## config.mk

```make
export PLATFORM = sky130hd
export DESIGN_NAME = systolic_seq_ctrl
export DESIGN_NICKNAME = d
export VERILOG_FILES = /design/src/rtl/systolic_seq_ctrl.sv
export SDC_FILE = /design/constraint.sdc
export NUM_CORES = 1
export LEC_CHECK = 0
export ABC_AREA = 1
export CAP_MARGIN = 20
export CORE_UTILIZATION = 51
export CTS_CLUSTER_DIAMETER = 200
export DETAILED_ROUTE_END_ITERATION = 12
export PLACE_DENSITY = 0.82
export SETUP_SLACK_MARGIN = 0.2
export SLEW_MARGIN = 20
export SYNTH_ARGS = -nofsm -noshare
export SYNTH_HDL_FRONTEND = slang
export SYNTH_SLANG_ARGS = --single-unit
```

## constraint.sdc

```tcl
create_clock -name clk -period 5.2 [get_ports clk]
set_clock_uncertainty 0.1 [all_clocks]
set_input_delay 0.78 -clock clk [delete_from_list [all_inputs] [get_ports clk]]
set_output_delay 0.78 -clock clk [all_outputs]
set_load 0.02 [all_outputs]
```

## src/rtl/systolic_seq_ctrl.sv

```systemverilog
// Control sequencer for an N x N systolic PE array (WS and OS jobs).
// Optional busy-cycle counter enabled by SYSTOLIC_SEQ_PERF_EN.
module systolic_seq_ctrl #(
    parameter int N     = 4,
    parameter int CNT_W = 9,
    parameter int RW    = 2
) (
    input  logic             clk,
    input  logic             reset,
    input  logic             start,
    input  logic             mode,
    input  logic [CNT_W-1:0] k_len,
    input  logic             abort,
    output logic             busy,
    output logic             done,
    output logic             err,
    output logic             output_stationary,
    output logic             preload_valid,
    output logic [RW-1:0]    preload_row,
    output logic             pe_clear,
    output logic [N-1:0]     feed_en,
    output logic [CNT_W-1:0] feed_step,
    output logic [RW-1:0]    drain_row,
    output logic             res_valid,
    output logic [31:0]      perf_cycles
);

    localparam int SW = CNT_W + 1;

    typedef enum logic [2:0] {
        S_IDLE,
        S_PRELOAD,
        S_CLEAR,
        S_COMPUTE,
        S_FLUSH,
        S_DRAIN,
        S_DONE
    } state_t;

    state_t state, state_nxt;

    logic [SW-1:0]    cnt, cnt_nxt;
    logic [SW-1:0]    comp_last;
    logic             mode_q;
    logic [CNT_W-1:0] k_q;
    logic             err_q;
    logic             accept;
    logic             reject;
    logic             row_last;

    assign accept   = (state == S_IDLE) && start && !abort && (k_len != '0);
    assign reject   = (state == S_IDLE) && start && !abort && (k_len == '0);
    assign row_last = (cnt == SW'(N - 1));
    // widened so k_len + N - 2 never wraps for the largest k_len
    assign comp_last = SW'(k_q) + SW'(N - 2);

    always_ff @(posedge clk or posedge reset) begin
        if (reset) begin
            state <= S_IDLE;
            cnt   <= '0;
        end else begin
            state <= state_nxt;
            cnt   <= cnt_nxt;
        end
    end

    always_ff @(posedge clk or posedge reset) begin
        if (reset) begin
            mode_q <= 1'b0;
            k_q    <= '0;
            err_q  <= 1'b0;
        end else begin
            err_q <= reject;
            if (accept) begin
                mode_q <= mode;
                k_q    <= k_len;
            end
        end
    end

    always_comb begin
        state_nxt = state;
        cnt_nxt   = cnt + SW'(1);
        unique case (state)
            S_IDLE: begin
                cnt_nxt = '0;
                if (accept) begin
                    state_nxt = mode ? S_CLEAR : S_PRELOAD;
                end
            end
            S_PRELOAD: begin
                if (row_last) begin
                    state_nxt = S_COMPUTE;
                    cnt_nxt   = '0;
                end
            end
            S_CLEAR: begin
                state_nxt = S_COMPUTE;
                cnt_nxt   = '0;
            end
            S_COMPUTE: begin
                if (cnt == comp_last) begin
                    state_nxt = S_FLUSH;
                    cnt_nxt   = '0;
                end
            end
            S_FLUSH: begin
                if (row_last) begin
                    state_nxt = mode_q ? S_DRAIN : S_DONE;
                    cnt_nxt   = '0;
                end
            end
            S_DRAIN: begin
                if (row_last) begin
                    state_nxt = S_DONE;
                    cnt_nxt   = '0;
                end
            end
            S_DONE: begin
                state_nxt = S_IDLE;
                cnt_nxt   = '0;
            end
            default: begin
                state_nxt = S_IDLE;
                cnt_nxt   = '0;
            end
        endcase
        // abort overrides every transition out of a busy state
        if (abort && (state != S_IDLE)) begin
            state_nxt = S_IDLE;
            cnt_nxt   = '0;
        end
    end

    always_comb begin
        busy              = (state != S_IDLE);
        done              = (state == S_DONE);
        err               = err_q;
        output_stationary = busy && mode_q;
        preload_valid     = 1'b0;
        preload_row       = '0;
        pe_clear          = 1'b0;
        feed_en           = '0;
        feed_step         = '0;
        drain_row         = '0;
        res_valid         = 1'b0;
        unique case (state)
            S_PRELOAD: begin
                preload_valid = 1'b1;
                preload_row   = cnt[RW-1:0];
            end
            S_CLEAR: begin
                pe_clear = 1'b1;
            end
            S_COMPUTE: begin
                feed_step = cnt[CNT_W-1:0];
                for (int r = 0; r < N; r++) begin
                    feed_en[r] = (cnt >= SW'(r)) &&
                                 (cnt < SW'(r) + SW'(k_q));
                end
            end
            S_FLUSH: begin
                if (!mode_q) begin
                    res_valid = 1'b1;
                    drain_row = cnt[RW-1:0];
                end
            end
            S_DRAIN: begin
                preload_valid = 1'b1;
                res_valid     = 1'b1;
                drain_row     = cnt[RW-1:0];
            end
            default: begin
            end
        endcase
    end

`ifdef SYSTOLIC_SEQ_PERF_EN
    logic [31:0] perf_cnt;
    logic [31:0] perf_inc;

    assign perf_inc = (&perf_cnt) ? perf_cnt : perf_cnt + 32'd1;

    always_ff @(posedge clk or posedge reset) begin
        if (reset) begin
            perf_cnt    <= '0;
            perf_cycles <= '0;
        end else begin
            if (accept) begin
                perf_cnt <= '0;
            end else if (state != S_IDLE) begin
                perf_cnt <= perf_inc;
            end
            // perf_inc includes the DONE cycle itself
            if ((state == S_DONE) && !abort) begin
                perf_cycles <= perf_inc;
            end
        end
    end
`else
    assign perf_cycles = '0;
`endif

endmodule
```

; After elaboration in Yosys (flattened, before gate mapping)
; Cells that the tools add are included.
[totals]
register_bits = 24
input_bits = 14
output_inout_bits = 56
wordCells = 70
[classes]
reduce_logical = 18
mux = 22
n_addsub = 4
n_lt_le_gt_ge = 8
eq_ne = 13
[ops]
columns = op, n
row1 = 10-bit less-than comparator, 3
row2 = 10-bit 2-to-1 mux, 3
row3 = 2-bit by 9-bit adder with 10-bit output (first input constant), 2
row4 = 10-bit by 1-bit greater-or-equal comparator with 1-bit output (second input constant), 2
row5 = 10-bit by 2-bit greater-or-equal comparator with 1-bit output (second input constant), 2
row6 = 10-bit one-hot mux with 2 select lines, 1
row7 = 3-bit 2-to-1 mux, 6
row8 = 3-bit one-hot mux with 6 select lines, 1
row9 = 3-bit inequality test (second input constant), 4
row10 = 1-bit by 9-bit adder with 10-bit output (first input constant), 1
row11 = 10-bit by 1-bit adder with 10-bit output (second input constant), 1
row12 = 10-bit == test, 1
row13 = 10-bit by 2-bit == test with 1-bit output (second input constant), 1
row14 = 1-bit logical AND, 10
row15 = 10-bit by 9-bit less-than comparator with 1-bit output, 1
row16 = 3-bit == test (second input constant), 3
row17 = 9-bit logical NOT, 1
row18 = 9-bit 2-to-1 mux, 1
row19 = 9-bit nonzero test, 1
row20 = 2-bit 2-to-1 mux, 4
row21 = 3-bit by 2-bit == test with 1-bit output (second input constant), 2
row22 = 5-bit AND reduction, 1
row23 = 4-bit 2-to-1 mux, 1
row24 = 2-bit one-hot mux with 2 select lines, 1
row25 = 9 further kinds, 11

; Logic depth before layout (Yosys ltp)
[logic_depth]
ltp_word = 7
ltp_mapped = 15
ltp_nobuf = 14

; Least setup slack after synthesis
; OpenSTA, ideal clock, no wires.
[synth_timing]
kind = register to output
start = register k_q[1]
end = output port feed_en[3]
slack_ps = 2174
t_arrival_ps = 2146
stages_incl_launch_ff = 13
required_time_ps = 4320
path_buffers = 0
cell_sequence = dfrtp_1 inv_1 ha_1 nand2_1 nand2_1 nand3_1 xor2_1 ha_1 a21oi_1 o21ai_0 nand2_1 o211ai_1 nor3_1
[synth_between]
elab_chain_len = 4
[synth_lines]
columns = item, line_no
row1 = from (decl), 45  ; logic [CNT_W-1:0] k_q;
row2 = from (signal assigned), 76  ; k_q <= k_len;
row3 = 2-bit by 9-bit adder with 10-bit output, 159  ; (cnt < SW'(r) + SW'(k_q));
row4 = 10-bit less-than comparator, 159
row5 = 1-bit logical AND, 158  ; feed_en[r] = (cnt >= SW'(r)) &&
row6 = 4-bit 2-to-1 mux, 147  ; unique case (state)
row7 = to (decl), 21  ; output logic [N-1:0] feed_en,
; No other way between the ends.

; Worst setup path after layout
[layout_timing]
start = register k_q[3]
end = output port feed_en[1]
[layout_between]
elab_chain_len = 4
[layout_lines]
columns = item, line_no
row1 = 1-bit by 9-bit adder with 10-bit output, 159
row2 = 10-bit less-than comparator, 159
row3 = 1-bit logical AND, 158
row4 = 4-bit 2-to-1 mux, 147
; No other way between the ends.

==> run summary <==
The commonest cells after synthesis are sky130_fd_sc_hd__nor2_1, sky130_fd_sc_hd__nand2_1, sky130_fd_sc_hd__ha_1, sky130_fd_sc_hd__inv_1, sky130_fd_sc_hd__buf_4. Counting every sink on the clock net gives 24. After layout, the worst setup slack is 0.9848 ns. The run gives 392 as the count of mapped cells out of synthesis. The cell sitting at the root of the clock tree is a sky130_fd_sc_hd__clkbuf_8. For this run, design rule violations remaining after detail routing come to 0. The run finished with clean final reports.

Total buffers and inverters traversed by the critical path: 2. With fillers left out, the area of the finished cells amounts to 3208 sq um. The path with the worst hold slack has its endpoint at state[2]. For the maximum root-to-sink buffer count, the log shows 2. Category of cells accounting for the largest share of critical-path delay: buffers and inverters. The synthesized design contains 0 enable-type register cells. Setup repair after global routing left no endpoint under its margin.

Post-CTS timing repair inserted 0 buffers for setup. The logs give 0.5437 for the initial core utilization and 0 for the number of nets with antenna violations after detailed routing. For the worst setup path, the data required time is 4.32 ns.

In this run the power density over the cells is 410.1 nW/um^2. The worst setup path is captured at an output pin. Detailed placement finished with a half-perimeter wire length of 5.290 mm.

Summed over all layers, the global routing overflow is 0. The count of buffers added on input and output ports is 37. For the switching power summed over all nets, the log shows 0.0007046 W.

In this design, the stage delay of the slowest critical-path cell is 0.62 ns. The detailed router placed 2561 vias in this run. The worst register-to-register path begins at k_q[2]. Summing all placed instances gives a cell area of 3138 sq um. Of all nets on the critical path, the largest fanout is 7.

Dividing the detail-routed wire length by the instance count gives 13.45 um. The tools report the overall fraction of global-route tracks in use as 0.2330. For the number of rows in the core area, the log shows 26.

Sorting the synthesized cells by area gives the leading types as sky130_fd_sc_hd__dfrtp_1, sky130_fd_sc_hd__ha_1, sky130_fd_sc_hd__nor2_1. Die span in y: 76.73 um. Setup violations remaining at the end of the flow were counted as 0.

The first TritonRoute pass finished after 4 iterations. TritonCTS built the clock tree. The logs give 0.246 for the relative contribution of sequential cells to total power and 6.687 mm for the routed wire length.

For the clock network fraction of total power, the log shows 0.100. The actual slew at the worst max-slew pin works out to 0.5137 ns. The critical path in this run is classified as reg2out. The part of the Yosys area used for sequential elements was 0.2109. The total internal power was 0.0006110 W.

The signal on the critical path passes through inv_1 > nor3_1 > nand2_1 > xor2_1 > nand2_1 > o21ai_0 > ha_1 > a21oi_1 > o21a_1 > nand2_1 > nor2_1 > nand2_1 > nor2_1 > clkdlybuf4s50_1. The logs give 0 for the number of antenna repair diodes and 0 for the number of buffers added to fix hold violations after cts. The arrival time of the worst setup path is 3.34 ns, and the area of the core region is 5238 sq um. In this run the worst hold path is classified as reg2reg. Count of distinct cell types in the synthesized netlist: 34. Among all stages on the critical path, the largest delay is contributed by sky130_fd_sc_hd__clkdlybuf4s50_1. The clock-pin slew on the worst setup and hold paths is 0.09 ns. Averaged over all synthesized cells, the footprint is 7.265 sq um. The post-layout utilization of the core was 0.6125. The share of the clock period used by the worst path is 0.8106, and the worst hold path stage count is 2. Once the clock tree was built, the resizer swapped 0 gates to a different size.

The net count of the finished layout is 487. The wire length of the first global-routing pass was 10.91 mm. The number of antenna violations at the first check in global routing was 0; the share of final-layout standard cells stronger than drive strength 1 was 0.06323. Among the stages of the critical path, the cell type that occurs most often is sky130_fd_sc_hd__nand2_1.

The tools report the achievable frequency as 0.2372 GHz. The worst path needs 4.215 ns of the cycle, external delays included. IR analysis of the VDD net gives a maximum drop of 309.1 uV.

Async set or reset register ratio after synthesis: 1.000. Entering global routing, the biggest net connects 25 pins. The post-synthesis sequential element count is 24, and the total number of H-tree levels is 1. In this run the critical register-to-register path is captured at state[0]. Count of pins over their slew limit: 0. The commonest register cell after synthesis was sky130_fd_sc_hd__dfrtp_1. The largest total area in the synthesized netlist belongs to sky130_fd_sc_hd__dfrtp_1.

The horizontal extent of the die was 76.73 um; the area share of the largest cell type after synthesis was 0.2109. The switching portion of total power was 0.5356; the number of global-route vias before repair was 2322. The count of synthesis-stage warnings from yosys was 0; the cell leakage power was 1.577 nW. Clock latency on the worst-skew pair, taken at its later pin, is 0.28 ns.

The run gives 0 as the reported max-cap violation count. For this design the top-level I/O count stands at 70. The most frequent cell after synthesis was sky130_fd_sc_hd__nor2_1. The area of the die is 5887 sq um, and the mean number of vias per cell is 5.153. The number of CTS-inserted buffers is 3, and the internal reg-to-reg setup slack is 2.41 ns.

In this run, the number of DRC markers left after iteration 0 of detailed routing was 204. The area growth from synthesis to layout is 12.65%. The tools report the worst min-delay path startpoint as state[2]. The worst setup path is launched from a flip-flop.

The total power consumption of the routed design was 0.001316 W. Adding up every negative setup slack in the final design gives 0 ns. The part of the power in combinational logic is 0.654. Logic depth of the worst register-to-register path: 14.

The logs give 0.9658 for the weighted congestion reported at the end of routability-driven placement and 2848 sq um for the cell area after technology mapping. The tools report the remaining max-slew budget at the tightest pin as 0.6571. Hold violation total from the final report: 0. Before CTS, the worst setup slack after placement is 1.367 ns.
==> how the worst max path moves through the flow <==
stage	slack, ns	end	from	depth (start not counted)
after floorplan	2.17	feed_en[3]	k_q[1]	12
after global placement	1.35	feed_en[1]	k_q[3]	14
after detailed placement	1.37	feed_en[1]	k_q[3]	14
after CTS	1.05	feed_en[1]	k_q[3]	14
after global routing	0.84	feed_en[1]	k_q[3]	14
final	0.98	feed_en[1]	k_q[3]	14
==> area by class of cell <==
type,count,area (sq um)
Fill cell,471,2029
Multi-Input combinational cell,322,1931
Sequential cell,24,600.6
Timing Repair Buffer,38,385.4
Inverter,39,148.9
Tap cell,70,87.58
Clock buffer,4,55.05
==> cells in the final DEF (no fill, tap or decap), types with 3 or more instances in the layout <==
| cell | n |
|---|---|
| sky130_fd_sc_hd__clkbuf_8 | 4 |
| sky130_fd_sc_hd__conb_1 | 32 |
| sky130_fd_sc_hd__nand4_1 | 4 |
| sky130_fd_sc_hd__nand3_1 | 11 |
| sky130_fd_sc_hd__a21oi_1 | 28 |
| sky130_fd_sc_hd__nor2_1 | 67 |
| sky130_fd_sc_hd__o211ai_1 | 3 |
| sky130_fd_sc_hd__o21ai_0 | 12 |
| sky130_fd_sc_hd__nand2_1 | 66 |
| sky130_fd_sc_hd__nor3_1 | 10 |
| sky130_fd_sc_hd__ha_1 | 45 |
| sky130_fd_sc_hd__xor2_1 | 19 |
| sky130_fd_sc_hd__inv_2 | 4 |
| sky130_fd_sc_hd__dfrtp_1 | 24 |
| sky130_fd_sc_hd__nor2_2 | 4 |
| sky130_fd_sc_hd__clkdlybuf4s50_1 | 37 |
| sky130_fd_sc_hd__inv_1 | 34 |
==> worst reg2reg max path: stages, from the launching register on <==
cell and delay (ns):
sky130_fd_sc_hd__dfrtp_1 0.55, sky130_fd_sc_hd__ha_1 0.30, sky130_fd_sc_hd__inv_1 0.09, sky130_fd_sc_hd__nor2_1 0.23, sky130_fd_sc_hd__xor2_1 0.11, sky130_fd_sc_hd__ha_1 0.31
sky130_fd_sc_hd__nand2_1 0.08, sky130_fd_sc_hd__nor2_1 0.15, sky130_fd_sc_hd__nand3_1 0.09, sky130_fd_sc_hd__nand2_1 0.08, sky130_fd_sc_hd__nand2_1 0.07, sky130_fd_sc_hd__nand2_2 0.29
sky130_fd_sc_hd__nand2_1 0.12, sky130_fd_sc_hd__nand2_1 0.07, sky130_fd_sc_hd__nand2_1 0.05
==> stage by stage <==
| step | hold WS (ns) | std cells |
|---|---|---|
| finish | 0.4077 | 497 |
| CTS | 0.4166 | 496 |
| floorplan | 0.3575 | 423 |
| detailed placement | 0.3963 | 492 |
| global route | 0.4428 | 497 |
| global placement | 0.3789 | 492 |
==> logic make-up (layout without fill, tap and decap cells) <==
kind of cell / after synthesis / after routing / synth area share
DFF: 24 / 24 / 0.2109
xor gates and xnor gates: 21 / 21 / 0.06459
and+or+nand+nor: 175 / 175 / 0.2790
other: 1 / 32 / 0.001317
AOI/OAI and AO/OA: 49 / 49 / 0.09446
adders and majority gates: 45 / 45 / 0.1977
buffers and inverters: 77 / 81 / 0.1520
==> sequential cells by signal (all words and copies together) (netlist names) <==
register and cells:
cnt 10, k_q 9, state 3, err 1, mode_q 1
==> per-layer routing <==
| layer | GRT usage | up-vias | wire, um | share of wire |
|---|---|---|---|---|
| met1 | 0.2951 | 1169 | 2939 | 0.44 |
| li1 | - | 1276 | - | - |
| met4 | 0.08846 | 0 | 173 | 0.026 |
| met2 | 0.4018 | 99 | 3236 | 0.48 |
| met3 | 0.02857 | 17 | 337 | 0.050 |
| met5 | 0 | - | 0 | 0 |
==> power by group through the flow <==
| stage | registers, W | clock network (W) | logic (W) |
|---|---|---|---|
| after floorplan | 0.000286 | 0 | 0.000684 |
| after global placement | 0.000321 | 0 | 0.000825 |
| after detailed placement | 0.000323 | 0 | 0.000843 |
| after CTS | 0.000319 | 0.000133 | 0.000858 |
| after global routing | 0.000330 | 0.000139 | 0.000963 |
| final | 0.000323 | 0.000131 | 0.000861 |
(Power assumes the default switching activity.)
